**src/rtl/cpu_pkg.sv**
```systemverilog
// rtl/cpu_pkg.sv - shared opcodes, sequencer state and instruction word layout
package cpu_pkg;

  localparam int OPC_W = 3;
  localparam int OPD_W = 8;

  localparam logic [OPC_W-1:0] OP_MOV  = 3'd0;
  localparam logic [OPC_W-1:0] OP_MAC  = 3'd1;
  localparam logic [OPC_W-1:0] OP_WAIT = 3'd2;
  localparam logic [OPC_W-1:0] OP_SETB = 3'd3;
  localparam logic [OPC_W-1:0] OP_SETD = 3'd4;
  localparam logic [OPC_W-1:0] OP_SETE = 3'd5;
  localparam logic [OPC_W-1:0] OP_LDSW = 3'd6;

  typedef enum logic [2:0] {
    S_IDLE,
    S_FETCH,
    S_CAPTURE,
    S_WAIT,
    S_DONE
  } seq_state_t;

  typedef struct packed {
    logic [OPC_W-1:0] opcode;
    logic [OPD_W-1:0] operand;
  } instr_t;

endpackage

```
**src/rtl/wait_timer.sv**
```systemverilog
// rtl/wait_timer.sv - loadable down-counter that flags the last cycle of a WAIT stall
module wait_timer #(
  parameter int WIDTH = 8
) (
  input  logic             clk,
  input  logic             rst_n,
  input  logic             load,
  input  logic [WIDTH-1:0] value,
  input  logic             clear,
  output logic             expire
);

  logic [WIDTH-1:0] count;

  // Holds at zero rather than wrapping, so a stray decrement can never restart a stall.
  always_ff @(posedge clk) begin
    if (!rst_n || clear) begin
      count <= '0;
    end else if (load) begin
      count <= value;
    end else if (count != '0) begin
      count <= count - 1'b1;
    end
  end

  assign expire = (count == WIDTH'(1));

endmodule

```
**src/rtl/instruction_sequencer.sv**
```systemverilog
// rtl/instruction_sequencer.sv - fetch/issue FSM with WAIT stall; SEQ_LOOP_EN makes passes repeat
module instruction_sequencer
  import cpu_pkg::*;
#(
  parameter int OPCODE_WIDTH  = 3,
  parameter int OPERAND_WIDTH = 8,
  parameter int ADDR_WIDTH    = 6,
  parameter int PROG_LEN      = 64
) (
  input  logic                                  clk,
  input  logic                                  rst_n,
  input  logic                                  start,
  input  logic                                  stop,
  output logic                                  imem_en,
  output logic [ADDR_WIDTH-1:0]                 imem_addr,
  input  logic [OPCODE_WIDTH+OPERAND_WIDTH-1:0] imem_rdata,
  output logic [OPCODE_WIDTH-1:0]               opcode,
  output logic [OPERAND_WIDTH-1:0]              operand,
  output logic                                  instr_valid,
  output logic [ADDR_WIDTH-1:0]                 pc,
  output logic                                  busy,
  output logic                                  done
);

  localparam logic [ADDR_WIDTH-1:0] LAST_PC = ADDR_WIDTH'(PROG_LEN - 1);

  seq_state_t                state;
  logic [OPCODE_WIDTH-1:0]   rd_opcode;
  logic [OPERAND_WIDTH-1:0]  rd_operand;
  logic                      is_stall;
  logic                      at_last;
  logic                      last_q;
  logic                      expire;
  logic                      timer_load;
  logic                      timer_clear;
`ifdef SEQ_LOOP_EN
  logic                      wrap_q;
`endif

  assign {rd_opcode, rd_operand} = imem_rdata;
  assign is_stall    = (rd_opcode == OPCODE_WIDTH'(OP_WAIT)) && (rd_operand != '0);
  assign at_last     = (pc == LAST_PC);
  assign imem_addr   = pc;
  assign timer_load  = (state == S_CAPTURE) && is_stall;
  assign timer_clear = stop && (state != S_IDLE);

  wait_timer #(.WIDTH(OPERAND_WIDTH)) u_wait_timer (
    .clk    (clk),
    .rst_n  (rst_n),
    .load   (timer_load),
    .value  (rd_operand),
    .clear  (timer_clear),
    .expire (expire)
  );

  always_ff @(posedge clk) begin
    if (!rst_n) begin
      state       <= S_IDLE;
      pc          <= '0;
      opcode      <= '0;
      operand     <= '0;
      instr_valid <= 1'b0;
      imem_en     <= 1'b0;
      busy        <= 1'b0;
      done        <= 1'b0;
      last_q      <= 1'b0;
`ifdef SEQ_LOOP_EN
      wrap_q      <= 1'b0;
`endif
    end else begin
      instr_valid <= 1'b0;
      imem_en     <= 1'b0;
      done        <= 1'b0;
      busy        <= 1'b1;
`ifdef SEQ_LOOP_EN
      wrap_q      <= 1'b0;
      done        <= wrap_q;
`endif
      case (state)
        S_IDLE: begin
          busy <= start && !stop;
          if (start && !stop) begin
            state   <= S_FETCH;
            pc      <= '0;
            imem_en <= 1'b1;
          end
        end
        S_FETCH: state <= S_CAPTURE;
        S_CAPTURE: begin
          opcode      <= rd_opcode;
          operand     <= rd_operand;
          instr_valid <= 1'b1;
          last_q      <= at_last;
          pc          <= pc + 1'b1;
          if (is_stall) begin
            state <= S_WAIT;
          end else if (at_last) begin
`ifdef SEQ_LOOP_EN
            state   <= S_FETCH;
            imem_en <= 1'b1;
            pc      <= '0;
            wrap_q  <= 1'b1;
`else
            state   <= S_DONE;
`endif
          end else begin
            state   <= S_FETCH;
            imem_en <= 1'b1;
          end
        end
        S_WAIT: begin
          if (expire) begin
            if (last_q) begin
`ifdef SEQ_LOOP_EN
              state   <= S_FETCH;
              imem_en <= 1'b1;
              pc      <= '0;
              wrap_q  <= 1'b1;
`else
              state   <= S_DONE;
`endif
            end else begin
              state   <= S_FETCH;
              imem_en <= 1'b1;
            end
          end
        end
        S_DONE: begin
          state <= S_IDLE;
          done  <= 1'b1;
        end
        default: state <= S_IDLE;
      endcase

      // Abort: an instruction already in CAPTURE is still issued, everything else is dropped.
      if (stop && (state != S_IDLE)) begin
        state   <= S_IDLE;
        imem_en <= 1'b0;
        busy    <= 1'b0;
        done    <= 1'b0;
`ifdef SEQ_LOOP_EN
        wrap_q  <= 1'b0;
`endif
        if (state != S_CAPTURE) begin
          instr_valid <= 1'b0;
          pc          <= pc;
        end
      end
    end
  end

endmodule

```
**config.mk**
```make
export PLATFORM = sky130hd
export DESIGN_NAME = instruction_sequencer
export DESIGN_NICKNAME = d
export VERILOG_FILES = /design/src/rtl/cpu_pkg.sv /design/src/rtl/wait_timer.sv /design/src/rtl/instruction_sequencer.sv
export SDC_FILE = /design/constraint.sdc
export NUM_CORES = 1
export LEC_CHECK = 0
export BUFFER_PORTS_ARGS = -buffer_cell sky130_fd_sc_hd__buf_2
export CORE_ASPECT_RATIO = 1.4
export CORE_UTILIZATION = 45
export CTS_BUF_LIST = sky130_fd_sc_hd__clkbuf_8 sky130_fd_sc_hd__clkbuf_16
export CTS_CLUSTER_SIZE = 8
export DETAILED_ROUTE_END_ITERATION = 10
export PLACE_DENSITY = 0.7
export REMOVE_ABC_BUFFERS = 1
export SYNTH_ARGS = -nofsm -noshare
export SYNTH_HDL_FRONTEND = slang
export SYNTH_SLANG_ARGS = --single-unit
```
**constraint.sdc**
```tcl
create_clock -name clk -period 1.8 [get_ports clk]
set_input_delay 0.09 -clock clk [delete_from_list [all_inputs] [get_ports clk]]
set_output_delay 0.09 -clock clk [all_outputs]
set_load 0.1 [all_outputs]
```
==> results of run 1 <==
-- worst paths after layout --
| path | from | to | slack, ns | cells after the start |
|---|---|---|---|---|
| hold / removal | imem_rdata[10] | opcode[2] | 0.06 | 3 |
| setup / recovery | u_wait_timer.count[6] | u_wait_timer.count[6] | 0.11 | 4 |
| hold reg to reg | opcode[1] | opcode[1] | 0.45 | 2 |
| setup reg to reg | u_wait_timer.count[6] | u_wait_timer.count[6] | 0.11 | 4 |
-- cells in the final DEF, fill, tap and decap left out, drive strengths merged, types with 4 or more instances in the layout --
cell and count:
buf 50, nand2 33, dfxtp 33, a21oi 19
nor2 13, nand3 9, o21ai 9, clkbuf 6
a31oi 5, inv 4, ha 4, or4 4
-- cells by family after synthesis --
family / Yosys count / synth area share (%)
AOI/OAI and AO/OA: 46 / 17.7
xor gates and xnor gates: 5 / 2.72
adders and majority gates: 4 / 3.11
buffers and inverters: 18 / 7.08
DFF: 33 / 41.1
muxes: 3 / 2.02
and+or+nand+nor: 81 / 26.2
-- per-layer routing --
layer | vias up | routed length [um] | track usage [%] | share of wire (%)
li1 | 752 | - | - | -
met1 | 671 | 1630 | 24.2 | 44
met4 | 0 | 107 | 11.4 | 2.9
met2 | 48 | 1800 | 35.6 | 49
met3 | 9 | 166 | 5.42 | 4.5
met5 | - | 0 | 0 | 0
-- sequential cells by signal, indices dropped and copies added, names as in the netlist, 3 cells and up --
name / count
state: 3
opcode: 3
operand: 8
imem_addr: 6
u_wait_timer.count: 8
-- through the flow --
step / setup TNS [ns] / hold WS [ns] / utilization, % / setup WS [ns]
floorplan: -7.70 / 0.220 / - / -0.980
finish: 0 / 0.0587 / 57.7 / 0.112
detailed placement: 0 / 0.353 / 54.2 / 0.162
global placement: 0 / 0.343 / 54.2 / 0.140
CTS: 0 / 0.0491 / 57.7 / 0.0907
global route: 0 / 0.0592 / 57.7 / 0.000848
-- final cells by class --
| type | count | share of cell area (%) |
|---|---|---|
| Clock inverter | 2 | 1.73 |
| Multi-Input combinational cell | 139 | 42.8 |
| Tap cell | 40 | 2.57 |
| Clock buffer | 6 | 4.24 |
| Sequential cell | 33 | 33.9 |
| Timing Repair Buffer | 50 | 14.0 |
| Inverter | 4 | 0.771 |
-- tightest hold or removal path: stages --
cell,delay (ns)
sky130_fd_sc_hd__buf_2,0.10
sky130_fd_sc_hd__nand2_1,0.05
sky130_fd_sc_hd__a21oi_1,0.05
-- where the power goes --
| part | internal (mW) | switching (mW) |
|---|---|---|
| Combinational | 0.341 | 0.376 |
| Sequential | 0.818 | 0.0866 |
| Clock | 0.446 | 0.269 |
| Total | 1.61 | 0.732 |
==> flow_metrics.env, run 1 <==
export IMPL_slew_headroom_pct=67.8
export IMPL_core_area_um2=3380
export IMPL_cp_max_delay_cell="sky130_fd_sc_hd__nor4_1"
export IMPL_cellLeakagePower_nw=0.866
export IMPL_post_synth_design_cell_area_um2=1610
export IMPL_initial_core_utilization_pct=47.6
export IMPL_cts_hold_buffers_added=0
export IMPL_cts_post_setup_buffers_inserted=0
export IMPL_detail_route_first_pass_iterations=4
export IMPL_grt_start_max_net_pins=19
export IMPL_path_cells="nor4_1 > nand3_1 > and3_1 > a32o_1"
export IMPL_post_route_cell_area_um2=1950
export IMPL_chip_height_um=72.7
export IMPL_detail_route_wirelength_um=3710
export IMPL_cp_capture_type="flop"
export IMPL_post_drt_wl_per_cell_um=13.5
export IMPL_max_vdd_ir_drop_mv=0.734
export IMPL_grt_setup_unrepaired="false"
export IMPL_count_of_standard_cell_rows=25
export IMPL_crit_family="simple AND/OR/NAND/NOR gates"
export IMPL_port_buffer_count=41
export IMPL_yosys_most_used_dff="sky130_fd_sc_hd__dfxtp_1"
export IMPL_final_hold_viol_count=0
export IMPL_cp_buffers_inverters=0
export IMPL_die_area_um2=3820
export IMPL_peak_fanout_along_the_critical_path=4
export IMPL_synth_edff_count=0
export IMPL_max_cap_violations=0
export IMPL_areaGrowthSynthToFinish_pct=21.2
export IMPL_yosys_cell_types_count=46
export IMPL_nFillCells=342
export IMPL_detailedPlacementHpwl_um=2730
export IMPL_cts_root_to_sink_buffers=2
export IMPL_cp_start_kind="flop"
export IMPL_drc=0
export IMPL_synthTopCellsByArea="sky130_fd_sc_hd__dfxtp_1 (41%), sky130_fd_sc_hd__nand2_1 (7.7%), sky130_fd_sc_hd__a21oi_1 (5.9%), sky130_fd_sc_hd__buf_4 (3.3%), sky130_fd_sc_hd__ha_1 (3.1%)"
export IMPL_finalNetCount=252
export IMPL_powerDensity_nw_per_um2=1200
export IMPL_ant_nets=0
export IMPL_finalWeightedCongestion=0.914
export IMPL_post_cts_resized=0
export IMPL_combined_flip_flop_and_latch_cell_area_um2=661
export IMPL_synthesis_instances=190
export IMPL_timing_worst_slew_pin_value_ns=0.479
export IMPL_clock_fmax_ghz=0.592
export IMPL_slew_violations=0
export IMPL_io_pins=42
export IMPL_yosys_warnings=0
export IMPL_ctsHtreeMaxLevel=2
export IMPL_antenna_diode_count=0
export IMPL_vias=1480
export IMPL_cts_root_buffer="sky130_fd_sc_hd__clkbuf_8"
export IMPL_synth_top_cell_area_share_pct=41.1
export IMPL_clock_tree_from_tritoncts="built"
export IMPL_number_of_global_route_vias_before_repair=1400
export IMPL_clock_latency_ns=0.28
export IMPL_worstPathArrival_ns=1.86
export IMPL_multi_input_area_um2=833
export IMPL_grt_pass1_wl_um=6040
export IMPL_total_power_mw=2.34
export IMPL_clock_sinks=33
export IMPL_layout_worst_path_cycle_share_pct=93.8
export IMPL_postSynth_asyncResetShare_pct=0
export IMPL_drt_iter0_markers=29
export IMPL_placed_cell_areas_um2=1830
export IMPL_route_detailed_vias_per_inst=5.40
export IMPL_timing_clock_skew_ns=0.00441
export IMPL_instances_no_fill=274
export IMPL_final_period_minus_worst_setup_slack_ns=1.69
export IMPL_globalRoute_totalOverflow=0
export IMPL_crit_type="reg2reg"
export IMPL_ys_seq_area_share_pct=41.1
export IMPL_synth_top_cells_by_count="sky130_fd_sc_hd__dfxtp_1 (33), sky130_fd_sc_hd__nand2_1 (33), sky130_fd_sc_hd__a21oi_1 (19)"
export IMPL_synth_top_area_cell="sky130_fd_sc_hd__dfxtp_1"
export IMPL_result_of_the_run="finished clean"
export IMPL_synth_seq_cells=33
export IMPL_cp_data_required_time_ns=1.97
export IMPL_grt_antenna_before_repair=0
export IMPL_gr_usage_all_layers_pct=21.3
export IMPL_clk_pin_slew_worst_paths_ns=0.07
export IMPL_min_path_type="in2reg"
export IMPL_numCtsBuffers=5
export IMPL_die_width_um=52.5
export IMPL_setup_viol_count_final=0
export IMPL_place_detailed_instances=266
export IMPL_proportion_of_layout_cells_with_a_drive_suffix_above_1_pct=27.8
export IMPL_mapped_avg_cell_area_um2=8.46
export IMPL_critPathMaxStageDelay_ns=0.47
Power figures use the tool's default switching activity.
==> run 2, diff against run 1 <==
PLACE_DENSITY = 0.69   (was 0.7)
SYNTH_HIERARCHICAL = 1   (was unset)
==> run 2 against run 1 <==
Effect of this change: die area is 3.5% higher; sequential share of layout area is 0.72 points lower; final area is 2.2% higher; non-clock buffer count is 1 higher; sequential power is 4.1% higher; total power is 3.6% lower; setup slack better by 0.014 ns.
==> flow_metrics.env, run 2 <==
export IMPL_max_cap_violations=0
export IMPL_synth_seq_cells=33
export IMPL_cp_data_required_time_ns=2.00
export IMPL_setup_viol_count_final=0
export IMPL_final_common_cell="sky130_fd_sc_hd__buf_2"
export IMPL_cp_capture_type="flop"
export IMPL_initial_core_utilization_pct=48.4
export IMPL_final_hold_viol_count=0
export IMPL_timing_setup_tns_ns=0
export IMPL_die_width_um=53.4
export IMPL_utilization_pct=57.9
export IMPL_worst_hold_path_endpoint="busy"
export IMPL_path_cells="or3_1 > and2_1 > nand2b_1 > nand2b_2 > a211oi_1"
export IMPL_post_drt_wl_per_cell_um=13.8
export IMPL_yosys_most_used_dff="sky130_fd_sc_hd__dfxtp_1"
export IMPL_timing_hold_worst_start="start"
export IMPL_grt_start_max_net_pins=20
export IMPL_port_buffer_count=41
export IMPL_post_synth_design_cell_area_um2=1670
export IMPL_postSynth_asyncResetShare_pct=0
export IMPL_synth_edff_count=0
export IMPL_cts_root_to_sink_buffers=2
export IMPL_worstPathArrival_ns=1.88
export IMPL_chip_height_um=74.0
export IMPL_peak_fanout_along_the_critical_path=8
export IMPL_detail_route_first_pass_iterations=4
export IMPL_yosys_cell_types_count=46
export IMPL_drt_iter0_markers=50
export IMPL_route_detailed_vias_per_inst=5.43
export IMPL_number_of_global_route_vias_before_repair=1374
export IMPL_detail_route_wirelength_um=3830
export IMPL_areaGrowthSynthToFinish_pct=19.5
export IMPL_layout_worst_path_cycle_share_pct=93.0
export IMPL_grt_antenna_before_repair=0
export IMPL_core_area_um2=3440
export IMPL_grt_pass1_wl_um=6190
export IMPL_io_pins=42
export IMPL_synthesis_instances=193
export IMPL_result_of_the_run="finished clean"
export IMPL_mapped_avg_cell_area_um2=8.63
export IMPL_critPathMaxStageDelay_ns=0.41
export IMPL_clock_fmax_ghz=0.597
export IMPL_count_of_standard_cell_rows=25
export IMPL_cp_max_delay_cell="sky130_fd_sc_hd__or3_1"
export IMPL_antenna_diode_count=0
export IMPL_post_cts_resized=0
export IMPL_mostFrequentLayoutCells="sky130_fd_sc_hd__buf_2 (41), sky130_fd_sc_hd__nand2_1 (33), sky130_fd_sc_hd__dfxtp_1 (33)"
export IMPL_clk_pin_slew_worst_paths_ns=0.07
export IMPL_r2r_start="state[2]"
export IMPL_detailedPlacementHpwl_um=2850
export IMPL_ys_seq_area_share_pct=39.7
export IMPL_ant_nets=0
export IMPL_final_period_minus_worst_setup_slack_ns=1.67
export IMPL_cts_root_buffer="sky130_fd_sc_hd__clkbuf_8"
export IMPL_die_area_um2=3950
export IMPL_slew_violations=0
export IMPL_timing_worst_slew_pin_value_ns=0.495
export IMPL_finalNetCount=256
export IMPL_cts_hold_buffers_added=0
export IMPL_proportion_of_layout_cells_with_a_drive_suffix_above_1_pct=29.0
export IMPL_synth_top_cell_area_share_pct=39.7
export IMPL_crit_type="reg2reg"
export IMPL_globalRoute_totalOverflow=0
export IMPL_slew_headroom_pct=67.2
export IMPL_clock_tree_from_tritoncts="built"
export IMPL_cellLeakagePower_nw=0.882
export IMPL_numCtsBuffers=5
export IMPL_synth_top_area_cell="sky130_fd_sc_hd__dfxtp_1"
export IMPL_cp_buffers_inverters=0
export IMPL_finalWeightedCongestion=0.841
export IMPL_cts_post_setup_buffers_inserted=0
export IMPL_clock_sinks=33
export IMPL_max_vdd_ir_drop_mv=0.850
export IMPL_synthTopCellsByArea="sky130_fd_sc_hd__dfxtp_1 (40%), sky130_fd_sc_hd__nand2_1 (7.4%), sky130_fd_sc_hd__a21boi_0 (6.8%), sky130_fd_sc_hd__nor2_1 (4.1%), sky130_fd_sc_hd__ha_1 (3.0%)"
export IMPL_r2r_end="u_wait_timer/count[3]"
export IMPL_clock_latency_ns=0.29
export IMPL_drc=0
export IMPL_crit_family="simple AND/OR/NAND/NOR gates"
export IMPL_r2r_slack_ns=0.13
export IMPL_vias=1509
export IMPL_yosys_warnings=6
export IMPL_reg2reg_depth=5
export IMPL_timing_clock_skew_ns=0.00299
export IMPL_synth_top_cells_by_count="sky130_fd_sc_hd__dfxtp_1 (33), sky130_fd_sc_hd__nand2_1 (33), sky130_fd_sc_hd__nor2_1 (18)"
export IMPL_ctsHtreeMaxLevel=2
export IMPL_min_path_type="in2reg"
export IMPL_gr_usage_all_layers_pct=22.1
export IMPL_min_delay_path_depth=3
export IMPL_cp_start_kind="flop"
export IMPL_grt_setup_unrepaired="false"
export IMPL_powerDensity_nw_per_um2=1130
run 2: cell count changes after synthesis, moves of 5 or more:
cell	previous run	this run
sky130_fd_sc_hd__a21boi_0	1	15
sky130_fd_sc_hd__a21oi_1	19	7
sky130_fd_sc_hd__nand3_1	9	4
sky130_fd_sc_hd__nor2_1	13	18
run 2: layout make-up:
cell class | instances | area [um2]
Fill cell | 352 | 1450
Multi-Input combinational cell | 140 | 895
Sequential cell | 33 | 661
Timing Repair Buffer | 51 | 280
Clock buffer | 5 | 68.8
Tap cell | 40 | 50.0
Inverter | 6 | 22.5
Clock inverter | 3 | 13.8
run 2: worst min-delay path, delay by kind of cell:
family        cells  cell delay (ns)
simple gates      2             0.11
buf+inv           1             0.10
run 2: cell families (layout without fill, tap and decap cells):
kind of cell	after synthesis	count (layout)	synth area share [%]
AO/OA/AOI/OAI	42	42	18.4
XOR/XNOR	6	6	3.16
AND/OR/NAND/NOR	85	85	27.3
multiplexers	3	3	1.80
adder cells (fa/ha/maj)	4	4	3.01
flip-flops	33	33	39.7
buffers and inverters	20	65	6.61
run 2: worst max path at each step:
| stage | from | to | slack [ns] | cells after the start |
|---|---|---|---|---|
| finish | state[2] | u_wait_timer/count[3] | 0.13 | 5 |
| global route | u_wait_timer/count[2] | imem_en | 0.02 | 6 |
| CTS | state[2] | u_wait_timer/count[3] | 0.13 | 5 |
| detailed placement | imem_rdata[0] | u_wait_timer/count[3] | 0.05 | 9 |
| global placement | imem_rdata[3] | u_wait_timer/count[2] | 0.16 | 9 |
| floorplan | imem_addr[0] | imem_en | -1.01 | 5 |
run 2: metrics by stage:
step / setup slack, ns / cell area, um2 / hold WS, ns / power [mW] / std cells
2_1_floorplan: -1.01 / 1580 / 0.208 / 1.55 / 179
3_3_place_gp: 0.164 / 1910 / 0.351 / 1.73 / 270
3_5_place_dp: 0.0484 / 1910 / 0.360 / 1.73 / 270
4_1_cts: 0.128 / 1990 / 0.0594 / 2.27 / 278
5_1_grt: 0.0248 / 1990 / 0.0771 / 2.40 / 278
6_report: 0.126 / 1990 / 0.0545 / 2.25 / 278
run 2: report_power, final:
group	internal [mW]	leakage, nW	total (mW)	switching, mW
Sequential	0.822	0.268	0.942	0.120
Clock	0.262	0.0491	0.537	0.276
Combinational	0.380	0.565	0.773	0.393
Total	1.46	0.882	2.25	0.789
run 2: layer usage:
layer	global-route usage, %	part of all wire (%)	vias to the layer above
met5	0	0	-
met2	37.9	52	41
met3	6.95	5.4	6
li1	-	-	755
met4	8.77	1.7	0
met1	24.8	41	707
